[config.mk]
export PLATFORM = sky130hd
export DESIGN_NAME = wb_mem_arbiter
export DESIGN_NICKNAME = d
export VERILOG_FILES = /design/src/rtl/wb_mem_arbiter.sv
export SDC_FILE = /design/constraint.sdc
export NUM_CORES = 1
export LEC_CHECK = 0
export ABC_AREA = 1
export BUFFER_PORTS_ARGS = -buffer_cell sky130_fd_sc_hd__buf_4
export CAP_MARGIN = 20
export CORE_AREA = 2 2 118 120
export DETAILED_ROUTE_END_ITERATION = 10
export DIE_AREA = 0 0 120 122
export PLACE_DENSITY = 0.54
export SLEW_MARGIN = 20
export SYNTH_ARGS = -nofsm -noshare
export SYNTH_HDL_FRONTEND = slang
export SYNTH_SLANG_ARGS = --single-unit
[constraint.sdc]
create_clock -name wb_clk_i -period 1.5 [get_ports wb_clk_i]
set_input_delay 0.3 -clock wb_clk_i [delete_from_list [all_inputs] [get_ports wb_clk_i]]
set_output_delay 0.3 -clock wb_clk_i [all_outputs]
set_load 0.01 [all_outputs]
[src/rtl/wb_mem_arbiter.sv]
// Two-master to one-slave Wibone memory arbiter with fair tie-break and burst-safe grant hold.
// Optional stall watchdog compiled in with `define WB_MEM_ARBITER_TIMEOUT_EN.
module wb_mem_arbiter #(
  parameter int dw      = 32,
  parameter int aw      = 32,
  parameter int TIMEOUT = 255
) (
  input  logic              wb_clk_i,
  input  logic              wb_rst_ni,
  input  logic [2*aw-1:0]   wbm_adr_i,
  input  logic [2*dw-1:0]   wbm_dat_i,
  input  logic [2*dw/8-1:0] wbm_sel_i,
  input  logic [1:0]        wbm_we_i,
  input  logic [5:0]        wbm_cti_i,
  input  logic [3:0]        wbm_bte_i,
  input  logic [1:0]        wbm_cyc_i,
  input  logic [1:0]        wbm_stb_i,
  output logic [dw-1:0]     wbm_dat_o,
  output logic [1:0]        wbm_ack_o,
  output logic [1:0]        wbm_err_o,
  output logic [1:0]        wbm_rty_o,
  output logic [aw-1:0]     wbs_adr_o,
  output logic [dw-1:0]     wbs_dat_o,
  output logic [dw/8-1:0]   wbs_sel_o,
  output logic              wbs_we_o,
  output logic [2:0]        wbs_cti_o,
  output logic [1:0]        wbs_bte_o,
  output logic              wbs_cyc_o,
  output logic              wbs_stb_o,
  input  logic [dw-1:0]     wbs_dat_i,
  input  logic              wbs_ack_i,
  input  logic              wbs_err_i,
  input  logic              wbs_rty_i,
  output logic [1:0]        o_dbg_state
);

  // Handshake: a master owns the slave from grant until it drops cyc; the slave
  // sees the owner's cyc/stb unchanged and its ack/err/rty go only to the owner.
  typedef enum logic [1:0] {S_IDLE = 2'd0, S_BUSY = 2'd1, S_ABORT = 2'd2} state_t;

  state_t r_state, w_next_state;
  logic   r_grant, w_next_grant;
  logic   r_last, w_next_last;
  logic   w_cyc_g, w_stb_g;
  logic   w_timeout;

  assign w_cyc_g = r_grant ? wbm_cyc_i[1] : wbm_cyc_i[0];
  assign w_stb_g = r_grant ? wbm_stb_i[1] : wbm_stb_i[0];

  assign wbs_adr_o = r_grant ? wbm_adr_i[2*aw-1:aw]         : wbm_adr_i[aw-1:0];
  assign wbs_dat_o = r_grant ? wbm_dat_i[2*dw-1:dw]         : wbm_dat_i[dw-1:0];
  assign wbs_sel_o = r_grant ? wbm_sel_i[2*dw/8-1:dw/8]     : wbm_sel_i[dw/8-1:0];
  assign wbs_we_o  = r_grant ? wbm_we_i[1]                  : wbm_we_i[0];
  assign wbs_cti_o = r_grant ? wbm_cti_i[5:3]               : wbm_cti_i[2:0];
  assign wbs_bte_o = r_grant ? wbm_bte_i[3:2]               : wbm_bte_i[1:0];
  assign wbm_dat_o = wbs_dat_i;
  assign o_dbg_state = r_state;

`ifdef WB_MEM_ARBITER_TIMEOUT_EN
  logic [15:0] r_wdog;

  // Counts stalled strobe cycles of the current owner; any slave response restarts it.
  always_ff @(posedge wb_clk_i or negedge wb_rst_ni) begin
    if (!wb_rst_ni) begin
      r_wdog <= '0;
    end else if (r_state != S_BUSY || w_timeout) begin
      r_wdog <= '0;
    end else if (wbs_ack_i || wbs_err_i || wbs_rty_i) begin
      r_wdog <= '0;
    end else if (w_cyc_g && w_stb_g) begin
      r_wdog <= r_wdog + 16'd1;
    end
  end

  assign w_timeout = (r_wdog == 16'(TIMEOUT));
`else
  logic w_unused_timeout;
  assign w_unused_timeout = ^(16'(TIMEOUT));
  assign w_timeout = 1'b0;
`endif

  always_ff @(posedge wb_clk_i or negedge wb_rst_ni) begin
    if (!wb_rst_ni) begin
      r_state <= S_IDLE;
      r_grant <= 1'b0;
      r_last  <= 1'b1;
    end else begin
      r_state <= w_next_state;
      r_grant <= w_next_grant;
      r_last  <= w_next_last;
    end
  end

  always_comb begin
    w_next_state = r_state;
    w_next_grant = r_grant;
    w_next_last  = r_last;
    wbs_cyc_o    = 1'b0;
    wbs_stb_o    = 1'b0;
    wbm_ack_o    = 2'b00;
    wbm_err_o    = 2'b00;
    wbm_rty_o    = 2'b00;
    case (r_state)
      S_IDLE: begin
        if (|wbm_cyc_i) begin
          w_next_state = S_BUSY;
          // On a tie the master not served last wins.
          w_next_grant = (&wbm_cyc_i) ? ~r_last : wbm_cyc_i[1];
        end
      end
      S_BUSY: begin
        if (!w_cyc_g) begin
          w_next_state = S_IDLE;
          w_next_last  = r_grant;
        end else if (w_timeout) begin
          wbm_err_o[r_grant] = 1'b1;
          w_next_state       = S_ABORT;
        end else begin
          wbs_cyc_o          = 1'b1;
          wbs_stb_o          = w_stb_g;
          wbm_ack_o[r_grant] = wbs_ack_i;
          wbm_err_o[r_grant] = wbs_err_i;
          wbm_rty_o[r_grant] = wbs_rty_i;
        end
      end
      S_ABORT: begin
        if (!w_cyc_g) begin
          w_next_state = S_IDLE;
          w_next_last  = r_grant;
        end
      end
      default: w_next_state = S_IDLE;
    endcase
  end

endmodule

### Word level (Yosys, flattened, before mapping)

Index checks and enable logic that the tools add are counted.

| word-level totals | value |
|---|---|
| word-level logic and storage cells | 46 |
| register bits | 4 |
| output and inout bits | 116 |
| bits of input ports | 189 |

| operators by class | value |
|---|---|
| order comparisons | 2 |
| bitwise gates (word level) | 5 |
| mux-type cells | 24 |
| equal/unequal tests | 4 |
| reductions and logical operators | 8 |

Operator list:

| cell | number |
|---|---|
| $mux 32 | 2 |
| $mux 2 | 9 |
| $mux 1 | 9 |
| $reduce_and 2->1 | 4 |
| $and 2x2->2 | 3 |
| $mux 4 | 1 |
| $ne 2x2->1 const B | 2 |
| $pmux 2 s2 | 1 |
| $reduce_or 2->1 | 2 |
| $mux 3 | 1 |
| $eq 2x1->1 const B | 1 |
| $eq 2x2->1 const B | 1 |
| $logic_not 2->1 | 1 |
| $lt 1x2->1 const B | 1 |
| $not 1->1 | 2 |
| $demux 1 s1 | 1 |
| $ge 1x1->1 const B | 1 |
| $logic_and 1x1->1 | 1 |

### Longest topological paths before layout

| depth | value |
|---|---|
| depth in word-level cells | 7 |
| gate-level depth with buffers | 7 |
| mapped depth without buffers | 5 |

### Worst setup path after synthesis

Ideal clock, no wire load.

| path | value |
|---|---|
| path kind | register -> output |
| start point | register r_state[0], in the netlist o_dbg_state[0] |
| end point | output wbm_ack_o[0] |
| arrival | 0.979 ns |
| data required time | 1.200 ns |
| buffers on the path | 0 |
| setup slack | 0.221 ns |
| cell stages (with the launch flop) | 3 |
| path through | dfrtp_1 -> clkinv_1 -> nor3_1 |

| on the way | value |
|---|---|
| longest elaborated chain between the ends | 2 |

RTL lines:

| item | RTL line | source |
|---|---|---|
| from (decl) | 41 | `state_t r_state, w_next_state;` |
| from (signal assigned) | 88 | `r_state <= w_next_state;` |
| $eq 2x1->1 | 103 | `case (r_state)` |
| $mux 2 | 103 |  |
| to (decl) | 19 | `output logic [1:0] wbm_ack_o,` |

No other way between the ends.

### Final worst setup path

| path | value |
|---|---|
| start point | register r_grant |
| end point | output wbs_dat_o[12] |

| on the way | value |
|---|---|
| longest elaborated chain between the ends | 1 |

RTL lines:

| item | RTL line | source |
|---|---|---|
| from (decl) | 42 | `logic r_grant, w_next_grant;` |
| from (signal assigned) | 89 | `r_grant <= w_next_grant;` |
| $mux 32 | 51 | `assign wbs_dat_o = r_grant ? wbm_dat_i[2*dw-1:dw] : wbm_dat_i[dw-1:0];` |
| to (decl) | 23 | `output logic [dw-1:0] wbs_dat_o,` |

No other way between the ends.

==> results.txt <==
----------------------------------------------------
[Outcome]
  Outcome ... finished with violations
  Violated checks ... negative setup slack

[Clocking]
  Source-to-sink clock delay at the later pin of the worst-skew pair ... 0.22 ns
  Number of buffers inserted during clock tree synthesis ... 3
  Clock Pin Slew Worst Setup and Hold Paths ... 0.03 ns
  Clk root buf ... sky130_fd_sc_hd__clkbuf_16
  Maximum clock path buffer count ... 2
  Clock net sink count ... 3
  Count of H-tree levels built during CTS ... 1
  Clock tree from TritonCTS ... done

[Detailed routing]
  Post-Route WL ... 8160 um
  DRC marker count from the first detailed-route iteration ... 87
  Number of search-and-repair iterations in the first detailed-routing pass ... 4
  Routed via count divided by cell count ... 3.55
  Vias post-DR ... 2481
  Remaining routing DRC violations ... 0
  Average wire per standard cell ... 11.7 um
  Antenna Nets Post-Route ... 0

[Worst setup path]
  Launching element of the worst setup path ... r_grant
  Maximum fanout along the worst path ... 6
  Kind of cell with the highest combined delay on the critical path ... buffers and inverters
  Critical path's most frequent cell ... sky130_fd_sc_hd__buf_4
  Cell type of the slowest stage on the worst timing path ... sky130_fd_sc_hd__dfrtp_2
  Worst path arrival time ... 1.30 ns
  Crit Reg-Reg Startpoint ... r_grant
  Kind of start point of the critical path ... register
  Worst endpoint required time ... 1.20 ns
  Buffers and inverters on the worst path ... 4
  Worst r2r path cells ... 5
  Series of cell instances along the critical path ... clkinv_4 -> buf_12 -> buf_4 -> nand2_2 -> nand2_1 -> buf_4
  Path length in cells of the critical path ... 6
  Critical path endpoint category ... output pin
  Critical path's largest stage delay ... 0.40 ns
  Critical Setup Path Class ... register to output pin

[Floorplan]
  Standard cell core area ... 13500 sq um
  IO Count ... 305
  Die height ... 122 um
  Effective utilization at floorplan ... 0.106
  Count of standard-cell rows ... 43
  DIE WIDTH ... 120 um
  Floorplan die area ... 14600 sq um

[Global routing]
  Number of antenna violations at the first check in global routing ... 0
  Vias in the first global route ... 2254
  Global-route wire length before repair ... 11100 um
  Congestion Overflow GR ... 0
  Global-route usage over all layers ... 0.0936
  Largest net degree at the start of global routing ... 42

[Yosys]
  Mapped cell area ... 1430 sq um
  Unique cell type count in the Yosys netlist ... 16
  Yosys warnings ... 0
  Register bit total from synthesis ... 3
  Mapped Nets ... 496
  Synthesized area per cell ... 4.65 sq um
  Part of the Yosys area used for sequential elements ... 0.0534
  Synth Instances ... 307

[Hold path]
  Worst Min Path Start ... wbm_cyc_i[1]
  Worst min-delay path class ... input port to register
  Count of cells along the worst hold path ... 3

[Pwr]
  Static leakage power ... 2.17 nW
  Power share of the clock group ... 0.076
  Power Density ... 1560 nW/um^2
  Reported net switching power ... 0.00265 W
  Portion of total power attributed to combinational logic ... 0.893
  Internal power summed over all cells ... 0.00297 W
  Fraction of power spent switching nets ... 0.471
  Highest ir drop seen on vdd ... 762 uV
  Sequential cell fraction of total power ... 0.031

[Layout]
  Ant diodes ... 0
  Layout cells sized above 1 ... 0.582
  Count of placed standard cells in the final layout, fillers left out ... 699
  Fill cell instance count of the final layout ... 1526
  Leading cell types in the layout, fill and taps excluded ... sky130_fd_sc_hd__buf_4 (234), sky130_fd_sc_hd__nand2_1 (202), sky130_fd_sc_hd__nand2_2 (25)
  Final standard cell area without fillers ... 3610 sq um
  Leading cell type in the layout, fill and taps excluded ... sky130_fd_sc_hd__buf_4
  Final nets ... 709
  Area growth from synthesis to layout ... 153%

[STA]
  Unrepaired setup endpoints after global routing ... true
  Number of setup violations in the final report ... 75
  Max Fclk ... 626 MHz
  Post-layout min period ... 1.60 ns
  Worst-case setup margin in the final layout ... -0.0973 ns
  Share of the cycle needed by the critical path after routing ... 1.06
  Number of pins exceeding their max-slew limit in the final report ... 0
  Clock Skew ... 0.000732 ns
  Final Hold Fails ... 0

[Placed design]
  HPWL after detailed placement ... 6070 um
  Global placer's final weighted congestion ... 0.789
  DP Worst Slack ... 0.0691 ns
  Number of placed instances with taps included ... 687
  Buffers added on ports ... 239
  Standard cell area after detailed placement ... 3200 sq um

[Job]
  MaxCap Viol Count ... 0

----------------------------------------------------
## power by group through the flow
stage / Sequential [W] / Clock (W) / Combinational [W]
after CTS: 0.000178 / 0.000430 / 0.00489
after global routing: 0.000183 / 0.000444 / 0.00548
after global placement: 0.000168 / 0 / 0.00427
after floorplan: 0.000163 / 0 / 0.00221
after detailed placement: 0.000171 / 0 / 0.00423
final: 0.000175 / 0.000426 / 0.00502
## layout make-up
| cell class | count | area (sq um) | share of cell area |
|---|---|---|---|
| clock buffer | 4 | 78.8 | 0.0218 |
| inverter | 6 | 28.8 | 0.00797 |
| multi-input combinational | 248 | 1100 | 0.305 |
| sequential | 3 | 77.6 | 0.0215 |
| tap | 180 | 225 | 0.0623 |
| timing repair buffer | 258 | 2100 | 0.582 |
## repair_timing
item | in CTS | in global routing
endpoints found under the hold margin | 2 | 0
hold buffers | 1 | 0
setup buffers | 4 | 1
setup endpoints to repair | 82 | 81
resized for setup | 39 | 29
cloned | 2 | 2
pin swaps | 4 | 3
## metal layers
layer / wire length [um] / part of all wire / global-route usage / up-vias
met4: 95 / 0.012 / 0.0191 / 0
met3: 572 / 0.070 / 0.0206 / 14
met1: 3400 / 0.42 / 0.119 / 1054
met2: 4090 / 0.50 / 0.162 / 114
met5: 0 / 0 / 0 / -
li1: - / - / - / 1299
## tightest hold or removal path, stage by stage
cell                      delay (ns)
sky130_fd_sc_hd__buf_4          0.11
sky130_fd_sc_hd__nand3_1        0.07
sky130_fd_sc_hd__nand2_1        0.06
## cell usage after synthesis
cell type                  number  area [sq um]
sky130_fd_sc_hd__dfrtp_1        2          50.1
sky130_fd_sc_hd__nor2_1         1          3.75
sky130_fd_sc_hd__conb_1         1          3.75
sky130_fd_sc_hd__clkbuf_1       1          3.75
sky130_fd_sc_hd__buf_4         37           278
sky130_fd_sc_hd__clkinv_1       1          3.75
sky130_fd_sc_hd__dfstp_2        1          26.3
sky130_fd_sc_hd__inv_2          1          3.75
sky130_fd_sc_hd__buf_6          7          78.8
sky130_fd_sc_hd__nand2_1      236           886
sky130_fd_sc_hd__buf_2          5          25.0
sky130_fd_sc_hd__o21ai_0        1          5.00
sky130_fd_sc_hd__nor3_1         6          30.0
sky130_fd_sc_hd__nand3_1        2          10.0
sky130_fd_sc_hd__nand4_1        1          6.26
sky130_fd_sc_hd__inv_1          4          15.0
## sequential cells by signal (all words and copies together), names as in the netlist
name and count:
o_dbg_state 1, r_grant 1, r_last 1
## through the flow
step	setup TNS [ns]	hold slack [ns]	utilization	total power, W
floorplan	0	0.00441	-	0.00237
global placement	0	0.0901	0.237	0.00443
detailed placement	0	0.0896	0.237	0.00440
CTS	-4.39	0.351	0.261	0.00550
global route	-8.08	0.373	0.267	0.00610
finish	-3.70	0.355	0.267	0.00562
## kinds of logic (layout without fill, tap and decap cells)
group / Yosys count / count (layout) / share of synthesized area
flops: 3 / 3 / 0.0534
other cells: 1 / 1 / 0.00262
buf+inv: 56 / 268 / 0.285
simple gates: 246 / 246 / 0.655
compound gates: 1 / 1 / 0.00350
## worst paths after layout
kind	end	slack [ns]
max in group asynchronous	r_last	0.90
max reg2reg	o_dbg_state[0]	0.50
min reg2reg	r_last	0.46
min in group asynchronous	o_dbg_state[0]	0.42
max	wbs_dat_o[12]	-0.1
min	r_grant	0.36
Power figures use the tool's default switching activity.
